## src/rtl/fc_acc_ctrl.sv

```systemverilog
// ---------------------------------------------------------------------------
// fc_acc_ctrl
//
// Sequencer for the 10-lane FC register-accumulator bank of the output layer.
// A pass loads the bias into every lane, streams NUM_INPUTS feature/weight
// addresses, and raises enable_write once per accepted feature, MAC_LATENCY
// cycles after it was transferred. This lines enable_write up with the
// multiplier pipeline. done then holds until the consumer acknowledges.
//
// Ports
//   clk          rising-edge clock
//   reset        asynchronous, active-low reset
//   start        1-cycle request to run one pass (only taken in IDLE)
//   feat_valid   feature buffer holds the word addressed by feat_addr
//   result_ack   consumer has taken the accumulator outputs; releases done
//   feat_rd      read strobe to the feature buffer (transfer = feat_rd & feat_valid)
//   feat_addr    feature index being read
//   weight_addr  weight ROM row, always equal to feat_addr
//   bias_sel     bias load into all lanes (one cycle per pass)
//   enable_write accumulate strobe to all lanes
//   busy         high in BIAS, ISSUE and DRAIN
//   done         accumulator outputs are final; held until result_ack
// ---------------------------------------------------------------------------
module fc_acc_ctrl #(
    parameter int unsigned NUM_INPUTS  = 84,
    parameter int unsigned ADDR_WIDTH  = 7,
    parameter int unsigned MAC_LATENCY = 2
) (
    input  logic                  clk,
    input  logic                  reset,
    input  logic                  start,
    input  logic                  feat_valid,
    input  logic                  result_ack,
    output logic                  feat_rd,
    output logic [ADDR_WIDTH-1:0] feat_addr,
    output logic [ADDR_WIDTH-1:0] weight_addr,
    output logic                  bias_sel,
    output logic                  enable_write,
    output logic                  busy,
    output logic                  done
);

    localparam int unsigned DRAIN_W = (MAC_LATENCY > 1) ? $clog2(MAC_LATENCY) : 1;
    localparam logic [ADDR_WIDTH-1:0] LAST_IDX   = ADDR_WIDTH'(NUM_INPUTS - 1);
    localparam logic [DRAIN_W-1:0]    LAST_DRAIN = DRAIN_W'(MAC_LATENCY - 1);

    typedef enum logic [2:0] {
        ST_IDLE,
        ST_BIAS,
        ST_ISSUE,
        ST_DRAIN,
        ST_DONE
    } state_e;

    state_e                 state_q, state_d;
    logic [ADDR_WIDTH-1:0]  idx_q, idx_d;
    logic [DRAIN_W-1:0]     drain_q, drain_d;
    // Bit i set means a transfer happened i+1 cycles ago; the MSB is the
    // accumulate strobe for the data now arriving at the lanes.
    logic [MAC_LATENCY-1:0] pipe_q, pipe_d;
    logic                   push;

    // NOTE: every signal written here gets a default first, so no path through
    // the case leaves it unassigned and no latch is inferred.
    always_comb begin
        state_d  = state_q;
        idx_d    = idx_q;
        drain_d  = drain_q;
        push     = 1'b0;
        feat_rd  = 1'b0;
        bias_sel = 1'b0;

        unique case (state_q)
            ST_IDLE: begin
                // Clearing here makes the address read 0 during BIAS.
                if (start) begin
                    state_d = ST_BIAS;
                    idx_d   = '0;
                end
            end

            ST_BIAS: begin
                bias_sel = 1'b1;
                idx_d    = '0;
                state_d  = ST_ISSUE;
            end

            ST_ISSUE: begin
                feat_rd = feat_valid;
                drain_d = '0;
                if (feat_valid) begin
                    push = 1'b1;
                    // The index stops at the last address so it holds that
                    // value for the rest of the pass and while idle.
                    if (idx_q == LAST_IDX) begin
                        state_d = ST_DRAIN;
                    end else begin
                        idx_d = idx_q + ADDR_WIDTH'(1);
                    end
                end
            end

            ST_DRAIN: begin
                // The last strobe leaves the pipe on the final DRAIN cycle.
                if (drain_q == LAST_DRAIN) begin
                    state_d = ST_DONE;
                end else begin
                    drain_d = drain_q + DRAIN_W'(1);
                end
            end

            ST_DONE: begin
                // start in this state is dropped, even alongside result_ack.
                if (result_ack) begin
                    state_d = ST_IDLE;
                end
            end

            default: begin
                state_d = ST_IDLE;
            end
        endcase

        pipe_d = MAC_LATENCY'({pipe_q, push});
    end

    // NOTE: state registers use non-blocking assignments so every register
    // samples the pre-edge value of the others, independent of statement order.
    always_ff @(posedge clk or negedge reset) begin
        if (!reset) begin
            state_q <= ST_IDLE;
            idx_q   <= '0;
            drain_q <= '0;
            pipe_q  <= '0;
        end else begin
            state_q <= state_d;
            idx_q   <= idx_d;
            drain_q <= drain_d;
            pipe_q  <= pipe_d;
        end
    end

    assign feat_addr    = idx_q;
    assign weight_addr  = idx_q;
    assign enable_write = pipe_q[MAC_LATENCY-1];
    assign busy         = (state_q == ST_BIAS) || (state_q == ST_ISSUE) || (state_q == ST_DRAIN);
    assign done         = (state_q == ST_DONE);

endmodule

```

## config.mk

```make
export PLATFORM = sky130hd
export DESIGN_NAME = fc_acc_ctrl
export DESIGN_NICKNAME = d
export VERILOG_FILES = /design/src/rtl/fc_acc_ctrl.sv
export SDC_FILE = /design/constraint.sdc
export NUM_CORES = 1
export LEC_CHECK = 0
export ABC_AREA = 1
export BUFFER_PORTS_ARGS = -buffer_cell sky130_fd_sc_hd__buf_2
export CORE_AREA = 2 2 53 55
export CTS_CLUSTER_DIAMETER = 40
export DETAILED_ROUTE_END_ITERATION = 10
export DIE_AREA = 0 0 55 57
export SLEW_MARGIN = 5
export SYNTH_ARGS = -nofsm -noshare
export SYNTH_HDL_FRONTEND = slang
export SYNTH_SLANG_ARGS = --single-unit
```

## constraint.sdc

```tcl
create_clock -name clk -period 1.4 [get_ports clk]
set_clock_uncertainty 0.15 [all_clocks]
set_input_delay 0.14 -clock clk [delete_from_list [all_inputs] [get_ports clk]]
set_output_delay 0.14 -clock clk [all_outputs]
set_load 0.01 [all_outputs]
```

# After elaboration in Yosys (flattened, before gate mapping)
# Index checks and enable logic that the tools add are counted.
[op_classes] add_sub_neg=2 eq_ne=11 n_mux=16 n_reduce_logical=7
[ops] op="2-to-1 mux 7 bit" n=3
[ops] op="one-hot mux 7 bit (3 select lines)" n=1
[ops] op="2-to-1 mux 3 bit" n=5
[ops] op="one-hot mux 3 bit (5 select lines)" n=1
[ops] op="inequality test 2 bit, second input constant" n=6
[ops] op="adder 7 x 1 -> 7 bit, second input constant" n=1
[ops] op="equality test 7 bit, second input constant" n=1
[ops] op="equality test 3 x 2 -> 1 bit, second input constant" n=2
[ops] op="2-to-1 mux 1 bit" n=5
[ops] op="AND reduction 5 bit" n=1
[ops] op="AND reduction 4 bit" n=1
[ops] op="equality test 3 x 1 -> 1 bit, second input constant" n=1
[ops] op="equality test 3 bit, second input constant" n=1
[ops] op="zero test 3 bit" n=1
[ops] op="nonzero test 3 bit" n=1
[ops] op="logical OR 1 bit" n=2
[ops] op="one-hot mux 1 bit (2 select lines)" n=1
[ops] op="nonzero test 2 bit" n=1
[ops] op="adder 1 bit, second input constant" n=1
[word_totals] reg_bits=13 in_bits=5 output_inout_bits=19 elab_cells=40

# Depth between registers and ports, before layout
# Gate-level depths: netlist of run 1.
[depth] depth_word=4 depth_mapped=9 mapped_depth_nobuf=9

# Worst setup path after synthesis of run 1
# OpenSTA, ideal clock, no wires.
[synth_timing] kind="flip-flop to flip-flop" from="register idx_q[0], in the netlist feat_addr[0]" to="register idx_q[6], in the netlist feat_addr[6]" setup_time_ps=116 t_arrival_ps=1248 t_required_ps=1134 setup_slack_ps=-115 stages_incl_launch_ff=10 n_path_buf=0 synth_period_minus_slack_ps=1515 path_cell_list="dfrtp_1 > ha_1 > inv_1 > nor2_1 > nand3_1 > nand2_4 > nand2_4 > nand2_4 > nand2_1 > nand2_1"
[synth_between] elab_chain_cells=4 word_cells_on_any_way=7 cone_classes="add/sub (1); eq/ne (2); mux (3); reduce/logical (1)"
[synth_rtl] item="start: declaration" line="56" text="logic [ADDR_WIDTH-1:0] idx_q, idx_d;"
[synth_rtl] item="start signal: assignment" line="137" text="idx_q <= idx_d;"
[synth_rtl] item="adder 7 x 1 -> 7 bit" line="98" text="idx_d = idx_q + ADDR_WIDTH'(1);"
[synth_rtl] item="2-to-1 mux 7 bit" line="95" text="if (idx_q == LAST_IDX) begin"
[synth_rtl] item="2-to-1 mux 7 bit" line="91" text="if (feat_valid) begin"
[synth_rtl] item="one-hot mux 7 bit (3 select lines)" line="73" text="unique case (state_q)"
# Parallel ways exist; a longest one is shown, timed or not. The select of a mux whose other input is x is not followed.
# A chain may end at the register's enable or synchronous reset.

# Worst setup path after layout of run 1
[layout_timing] from="register state_q[2]" to="output busy"
[layout_between] elab_chain_cells=3 word_cells_on_any_way=5 cone_classes="eq/ne (3); reduce/logical (2)"
[layout_rtl] item="start: declaration" line="55" text="state_e state_q, state_d;"
[layout_rtl] item="start signal: assignment" line="136" text="state_q <= state_d;"
[layout_rtl] item="equality test 3 x 1 -> 1 bit / equality test 3 x 2 -> 1 bit (equally long branches)" line="146" text="assign busy = (state_q == ST_BIAS) || (state_q == ST_ISSUE) || (state_q == ST_DRAIN);"
[layout_rtl] item="logical OR 1 bit" line="146"
[layout_rtl] item="logical OR 1 bit (*)" line="146"
[layout_rtl] item="end: declaration" line="39" text="output logic busy,"
# Every way passes the cells marked *; elsewhere a longest branch is shown, timed or not.

==> impl_results.md, run 1 <==
- PD cells: 1376 nW/um^2
- Routed WL: 2222 um
- Post-synth design cell area: 849.6 sq um
- Yosys reg bits: 13
- Antenna violations before repair: 0
- Worst Reg-to-Reg Cells: 9
- Largest net degree at the start of global routing: 14
- Startpoint types: flop
- Top fanout value on the critical path: 3
- Yosys cell types: 21
- Layout cell share with drive strength beyond 1: 55.00%
- Critical path depth: 4
- Failing checks: setup timing
- Critical path class: flop to primary output
- Worst R2R End: feat_addr[1]$_DFFE_PN0P_
- Crit. End Element: primary output
- Clk sinks: 13
- Port Buffers: 23
- Die H: 57 um
- Setup-failing EPs final: 7
- CP required: 1.11 ns
- R2R Setup Slk: -0.01 ns
- Period utilization: 104.6%
- Initial Util: 32.49%
- Outcome: finished, violations left
- CP top delay family: flip-flops
- Crit-path max cell delay: 0.43 ns
- Min-delay worst type: primary input to async pin
- Buffer and inverter count on the worst path: 3
- Clk Latency, worst-skew pair: 0.28 ns
- Vias in the first global route: 788
- Antenna Violating Nets Remaining: 0
- First-pass GRT wire length: 3208 um
- Worst Tran Pin Value: 0.3123 ns
- F_max: 682.6 MHz
- Reg-to-reg startpoint: feat_addr[1]$_DFFE_PN0P_
- Final Hold Viols: 0
- Synth Instances: 116
- Post-DP HPWL: 1467 um
- IO Pins: 24
- Final nets: 167
- Syn_nets: 122
- Vias per cell: 4.639
- GR Overflow Total: 0
- Reg clk slew, reported paths: 0.09 ns
- Crit-path most repeated cell: buf_6
- DR iter-0 viols: 9
- Tot Pwr: 1.836 mW
- Die X: 55 um
- # rows: 19
- Cts bufs inserted: 3
- Area growth, synth to finish: 57.14%
- Seq/Total Area, Yosys: 38.29%
- FILL cells: 251
- LEAKAGE: 0.6995 nW
- CTS tree: done
- Routability-driven placement congestion ratio: 0.8150
- Drc violations: 0
- All-Layer GR Usage: 13.78%
- Wire per inst: 11.63 um
- Antenna cell count: 0
- Max Slew Vio Count: 0
- Fin crit period: 1.465 ns
- Core area: 2615 sq um
- Drt pass-1 iters: 4
- H-tree Lvls: 1
- Relative slew slack: 79.18%
- Mean post-synth cell area: 7.324 sq um
- Fin Setup TNS: -0.1744 ns
- Critical path startpoint: state_q[2]$_DFFE_PN0P_
- Maximum clock path buffer count: 2
- Via total after detailed routing: 886
- Root Driver: clkbuf_4
- Die ar.: 3135 sq um
- PnR worst setup slack: -0.06498 ns
- RSZ-0062 raised after global routing: yes
- MaxCap Viol Count: 0
- YS warnings: 0
- Slowest cell on crit path: dfrtp_1
- Crit-path cells: buf_6, buf_6, nor2_2, buf_2
- Maximum VDD drop: 909.9 uV
- Crit path DAT: 1.17 ns
- Finished Core Util: 51.05%
==> cell usage after synthesis (all sizes together) <==
master | number | area, sq um
buf | 10 | 73.82
a21oi | 1 | 5.000
inv | 14 | 55.05
nand4 | 6 | 37.54
o21ai | 3 | 15.01
dfrtp | 13 | 325.3
ha | 1 | 12.51
nand2 | 40 | 180.2
xnor2 | 1 | 8.760
o22ai | 1 | 6.260
nor2 | 14 | 60.06
nand3 | 9 | 50.05
nor3 | 1 | 5.000
nand3b | 2 | 15.01
==> per-layer routing <==
layer  global-route usage (%)  vias up  wire [um]
li1                         -      450          -
met1                    15.54      411        910
met2                    24.83       23       1213
met3                    4.188        2         83
met4                    2.787        0         15
met5                        0        -          0
==> how the worst max path moves through the flow <==
stage | endpoint | slack (ns)
CTS | bias_sel | -0.07
global placement | feat_addr[1]$_DFFE_PN0P_ | -0.02
global route | done | -0.1
floorplan | feat_addr[6]$_DFFE_PN0P_ | -0.03
finish | busy | -0.06
detailed placement | feat_addr[6]$_DFFE_PN0P_ | -0.05
==> registers in the layout (all words and copies together) (netlist names) <==
signal / cells
feat_addr: 7
pipe_q: 2
state_q: 3
drain_q: 1
==> where the power goes <==
part	switching [mW]	internal (mW)	total (mW)
logic	0.573	0.481	1.05
registers	0.0763	0.462	0.539
clock network	0.133	0.110	0.244
==> cell usage in the layout, fill, tap and decap left out, drive strengths merged, types with 2 or more instances in the layout <==
| master | count |
|---|---|
| o21ai | 3 |
| clkbuf | 4 |
| nand3 | 9 |
| dlygate4sd3 | 3 |
| nor2 | 14 |
| nand4 | 6 |
| dfrtp | 13 |
| nand2 | 40 |
| inv | 14 |
| nand3b | 2 |
| buf | 47 |
==> final cells by class <==
| class | instances | area [sq um] | area share [%] |
|---|---|---|---|
| clock buffer | 4 | 26.28 | 1.968 |
| inverter | 14 | 57.56 | 4.311 |
| multi-input combinational | 79 | 528.0 | 39.55 |
| sequential | 13 | 330.3 | 24.74 |
| tap | 31 | 38.79 | 2.905 |
| timing repair buffer | 50 | 354.1 | 26.52 |
==> through the flow <==
step           instances  worst slack [ns]  cell area (sq um)  hold WS (ns)
3_5_place_dp         177          -0.05092               1072       -0.1002
3_3_place_gp         177          -0.02114               1072       -0.1056
4_1_cts              189          -0.06944               1219        0.1339
6_report             191          -0.06498               1335        0.1292
5_1_grt              191          -0.09744               1335        0.1686
2_1_floorplan        116          -0.03397              864.6       -0.3056
==> repair_timing <==
| item | 4_1_cts | 5_1_grt |
|---|---|---|
| endpoints found under the setup margin | 12 | 14 |
| resized for setup | 16 | 30 |
| endpoints found under the hold margin | 15 | 0 |
| pin swaps | 6 | 14 |
| buffers inserted | 5 | 3 |
| hold buffers | 3 | 0 |
==> kinds of logic after synthesis <==
| logic type | Yosys count | synth area share (%) |
|---|---|---|
| XOR/XNOR | 1 | 1.031 |
| adder cells (fa/ha/maj) | 1 | 1.473 |
| buffers and inverters | 24 | 15.17 |
| AO/OA/AOI/OAI | 5 | 3.092 |
| AND/OR/NAND/NOR | 72 | 40.94 |
| flip-flops | 13 | 38.29 |
No activity file was read; power rests on OpenSTA's default activity.
==> run 2, diff against run 1 <==
==> constraint.sdc (replaced) <==
create_clock -name clk -period 1.4 [get_ports clk]
set_clock_uncertainty 0.15 [all_clocks]
set_input_delay 0 -clock clk [delete_from_list [all_inputs] [get_ports clk]]
set_output_delay 0 -clock clk [all_outputs]
set_load 0.01 [all_outputs]
==> run 2 against run 1 <==
Net effect: the run still ends with setup timing left; clock power shrank 8.2%; global-route usage grew 0.66 points; sequential power shrank 0.9%; die area is the same; via count shrank 0.11%; clock-buffer cell count is the same; flip-flop and latch count is the same; register-to-register slack is essentially flat; critical endpoint is now feat_addr[6]$_DFFE_PN0P_; highest routed layer unchanged.
==> impl_results.md, run 2 (synthesis gave the netlist of run 1 again) <==
- RSZ-0062 raised after global routing: yes
- Most common cell after layout, fill and taps aside: nand2_1
- Vias per cell: 4.609 (-0.63%)
- Crit path DAT: 1.43 ns (+0.26 ns)
- Routed WL: 2132 um (-4.1%)
- Drc violations: 0 (unchanged)
- Root Driver: clkbuf_4
- Clk sinks: 13 (unchanged)
- Port Buffers: 23 (unchanged)
- Slowest cell on crit path: dfrtp_2
- Min-delay worst type: primary input to flop
- Vias in the first global route: 804 (+2.0%)
- Core area: 2615 sq um (unchanged)
- PD cells: 1373 nW/um^2 (-0.19%)
- GR Overflow Total: 0 (unchanged)
- H-tree Lvls: 1 (unchanged)
- FILL cells: 259 (+3.2%)
- Maximum clock path buffer count: 2 (unchanged)
- First-pass GRT wire length: 3415 um (+6.5%)
- Initial Util: 32.49% (unchanged)
- Buffer and inverter count on the worst path: 1 (-2)
- PnR worst setup slack: -0.02053 ns (+0.04445 ns)
- Layout cell share with drive strength beyond 1: 49.07% (-5.9 points)
- Largest net degree at the start of global routing: 8 (-6)
- Finished Core Util: 50.43% (-0.62 points)
- Max Slew Vio Count: 0 (unchanged)
- IO Pins: 24 (unchanged)
- Reg-to-reg startpoint: feat_addr[1]$_DFFE_PN0P_
- Layout Cells excl Fill: 192 (+0.52%)
- Commonest non-fill, non-tap cells in the layout: 28 x nand2_1, 22 x buf_2, 17 x buf_4
- Drt pass-1 iters: 4 (unchanged)
- R2R Setup Slk: -0.02 ns (about the same)
- Cts bufs inserted: 3 (unchanged)
- Reg clk slew, reported paths: 0.08 ns (about the same)
- Via total after detailed routing: 885 (-0.11%)
- Top fanout value on the critical path: 7 (+4)
- Clk Latency, worst-skew pair: 0.27 ns (about the same)
- Crit. End Element: flop
- Die X: 55 um (unchanged)
- All-Layer GR Usage: 14.44% (+0.66 points)
- Setup-failing EPs final: 7 (unchanged)
- Post-DP HPWL: 1428 um (-2.6%)
- Startpoint types: flop
- Crit-path cells: ha_4, inv_2, nor2_2, nand3_2, nand2_4, nand2_8, nand2_8, nand2_1, nand2_1
- Worst Tran Pin Value: 0.3607 ns (+0.04839 ns)
- Hold Path Cell Cnt: 5
- Area growth, synth to finish: 55.23%
- CTS tree: done
- Fin crit period: 1.421 ns (-0.04445 ns)
- Maximum VDD drop: 997.0 uV (+9.6%)
- Outcome: finished, violations left
- F_max: 704.0 MHz (+3.1%)
- # rows: 19 (unchanged)
- Antenna Violating Nets Remaining: 0 (unchanged)
- Crit-path max cell delay: 0.43 ns (about the same)
- Critical path class: flop to flop
- Wire per inst: 11.10 um (-4.6%)
- Period utilization: 101.5% (-3.2 points)
- Failing checks: setup timing
- DR iter-0 viols: 17 (+8)
- Routability-driven placement congestion ratio: 0.8026 (-1.5%)
- CP required: 1.41 ns (+0.30 ns)
- Die H: 57 um (unchanged)
- Dpl cells: 173 (-2.3%)
- Worst R2R End: feat_addr[6]$_DFFE_PN0P_
- Relative slew slack: 75.88% (-3.3 points)
- CP top delay family: simple AND/OR/NAND/NOR gates
- LEAKAGE: 0.6933 nW (-0.89%)
- Final nets: 168 (+0.60%)
- Antenna cell count: 0 (unchanged)
- Final Hold Viols: 0 (unchanged)
- MaxCap Viol Count: 0 (unchanged)
- Hold endpoint: state_q[0]$_DFFE_PN0P_
- Max reg flops: 7 (unchanged)
- Die ar.: 3135 sq um (unchanged)
- Hold_sp: start
- Worst Reg-to-Reg Cells: 9 (unchanged)
- Antenna violations before repair: 0 (unchanged)
-- run 2: changes by cell type in the layout (fill, tap and decap cells not counted), sizes merged --
cell	before	now
dlygate4sd3	3	5
nand3	9	10
buf	47	45
-- run 2: where the power goes --
| part | internal [mW] | total, mW | switching, mW | leakage [nW] |
|---|---|---|---|---|
| clock | 0.110 | 0.224 | 0.114 | 0.0150 |
| combinational | 0.498 | 1.05 | 0.555 | 0.517 |
| sequential | 0.463 | 0.534 | 0.0710 | 0.161 |
| total | 1.07 | 1.81 | 0.739 | 0.693 |
-- run 2: repair_timing --
item | CTS | global route
endpoints found under the hold margin | 15 | 0
hold buffers | 5 | 0
pin swaps | 3 | 11
buffers inserted | 4 | 5
endpoints found under the setup margin | 9 | 13
resized for setup | 12 | 16
cloned | 1 | 0
-- run 2: final cells by class --
class                      count  area (sq um)  share of cell area [%]
clock buffer                   4         26.28                   1.992
tap                           31         38.79                   2.941
multi-input combinational     80         495.5                   37.57
inverter                      14         55.05                   4.175
timing repair buffer          50         372.9                   28.27
sequential                    13         330.3                   25.05
-- run 2: worst register-to-register path, cell delays in order (launching register included) --
cell and delay [ns]:
dfrtp_2 0.43, ha_4 0.17, inv_2 0.04, nor2_2 0.03
nand3_2 0.11, nand2_4 0.09, nand2_8 0.10, nand2_8 0.08
nand2_1 0.06, nand2_1 0.05
-- run 2: how the worst max path moves through the flow --
stage                                  start                        to  cells past startpoint
floorplan           feat_addr[0]$_DFFE_PN0P_  feat_addr[6]$_DFFE_PN0P_                      9
global placement    feat_addr[0]$_DFFE_PN0P_  feat_addr[1]$_DFFE_PN0P_                      9
detailed placement  feat_addr[0]$_DFFE_PN0P_  feat_addr[5]$_DFFE_PN0P_                      9
CTS                   state_q[0]$_DFFE_PN0P_                   feat_rd                      5
global route        feat_addr[1]$_DFFE_PN0P_  feat_addr[1]$_DFFE_PN0P_                      8
finish              feat_addr[1]$_DFFE_PN0P_  feat_addr[6]$_DFFE_PN0P_                      9
-- run 2: metal layers --
| layer | part of all wire (%) | up-vias | GRT usage (%) |
|---|---|---|---|
| li1 | - | 454 | - |
| met1 | 42 | 414 | 18.64 |
| met2 | 54 | 15 | 24.32 |
| met3 | 3.2 | 2 | 2.356 |
| met4 | 0.38 | 0 | 4.181 |
| met5 | 0 | - | 0 |
-- run 2: per-stage QoR --
stage                     worst slack (ns)  hold slack [ns]  power (mW)  area [sq um]  setup TNS, ns
after CTS                        0.0007317          0.07237       1.708          1202              0
after detailed placement          -0.05464          -0.2404       1.411          1042        -0.3267
after global routing              -0.08577           0.1023       1.972          1319        -0.7968
final                             -0.02053          0.06393       1.811          1319       -0.06053
after global placement            -0.02196          -0.2481       1.409          1042        -0.1073
after floorplan                   -0.03397          -0.4456       1.147         864.6        -0.2180
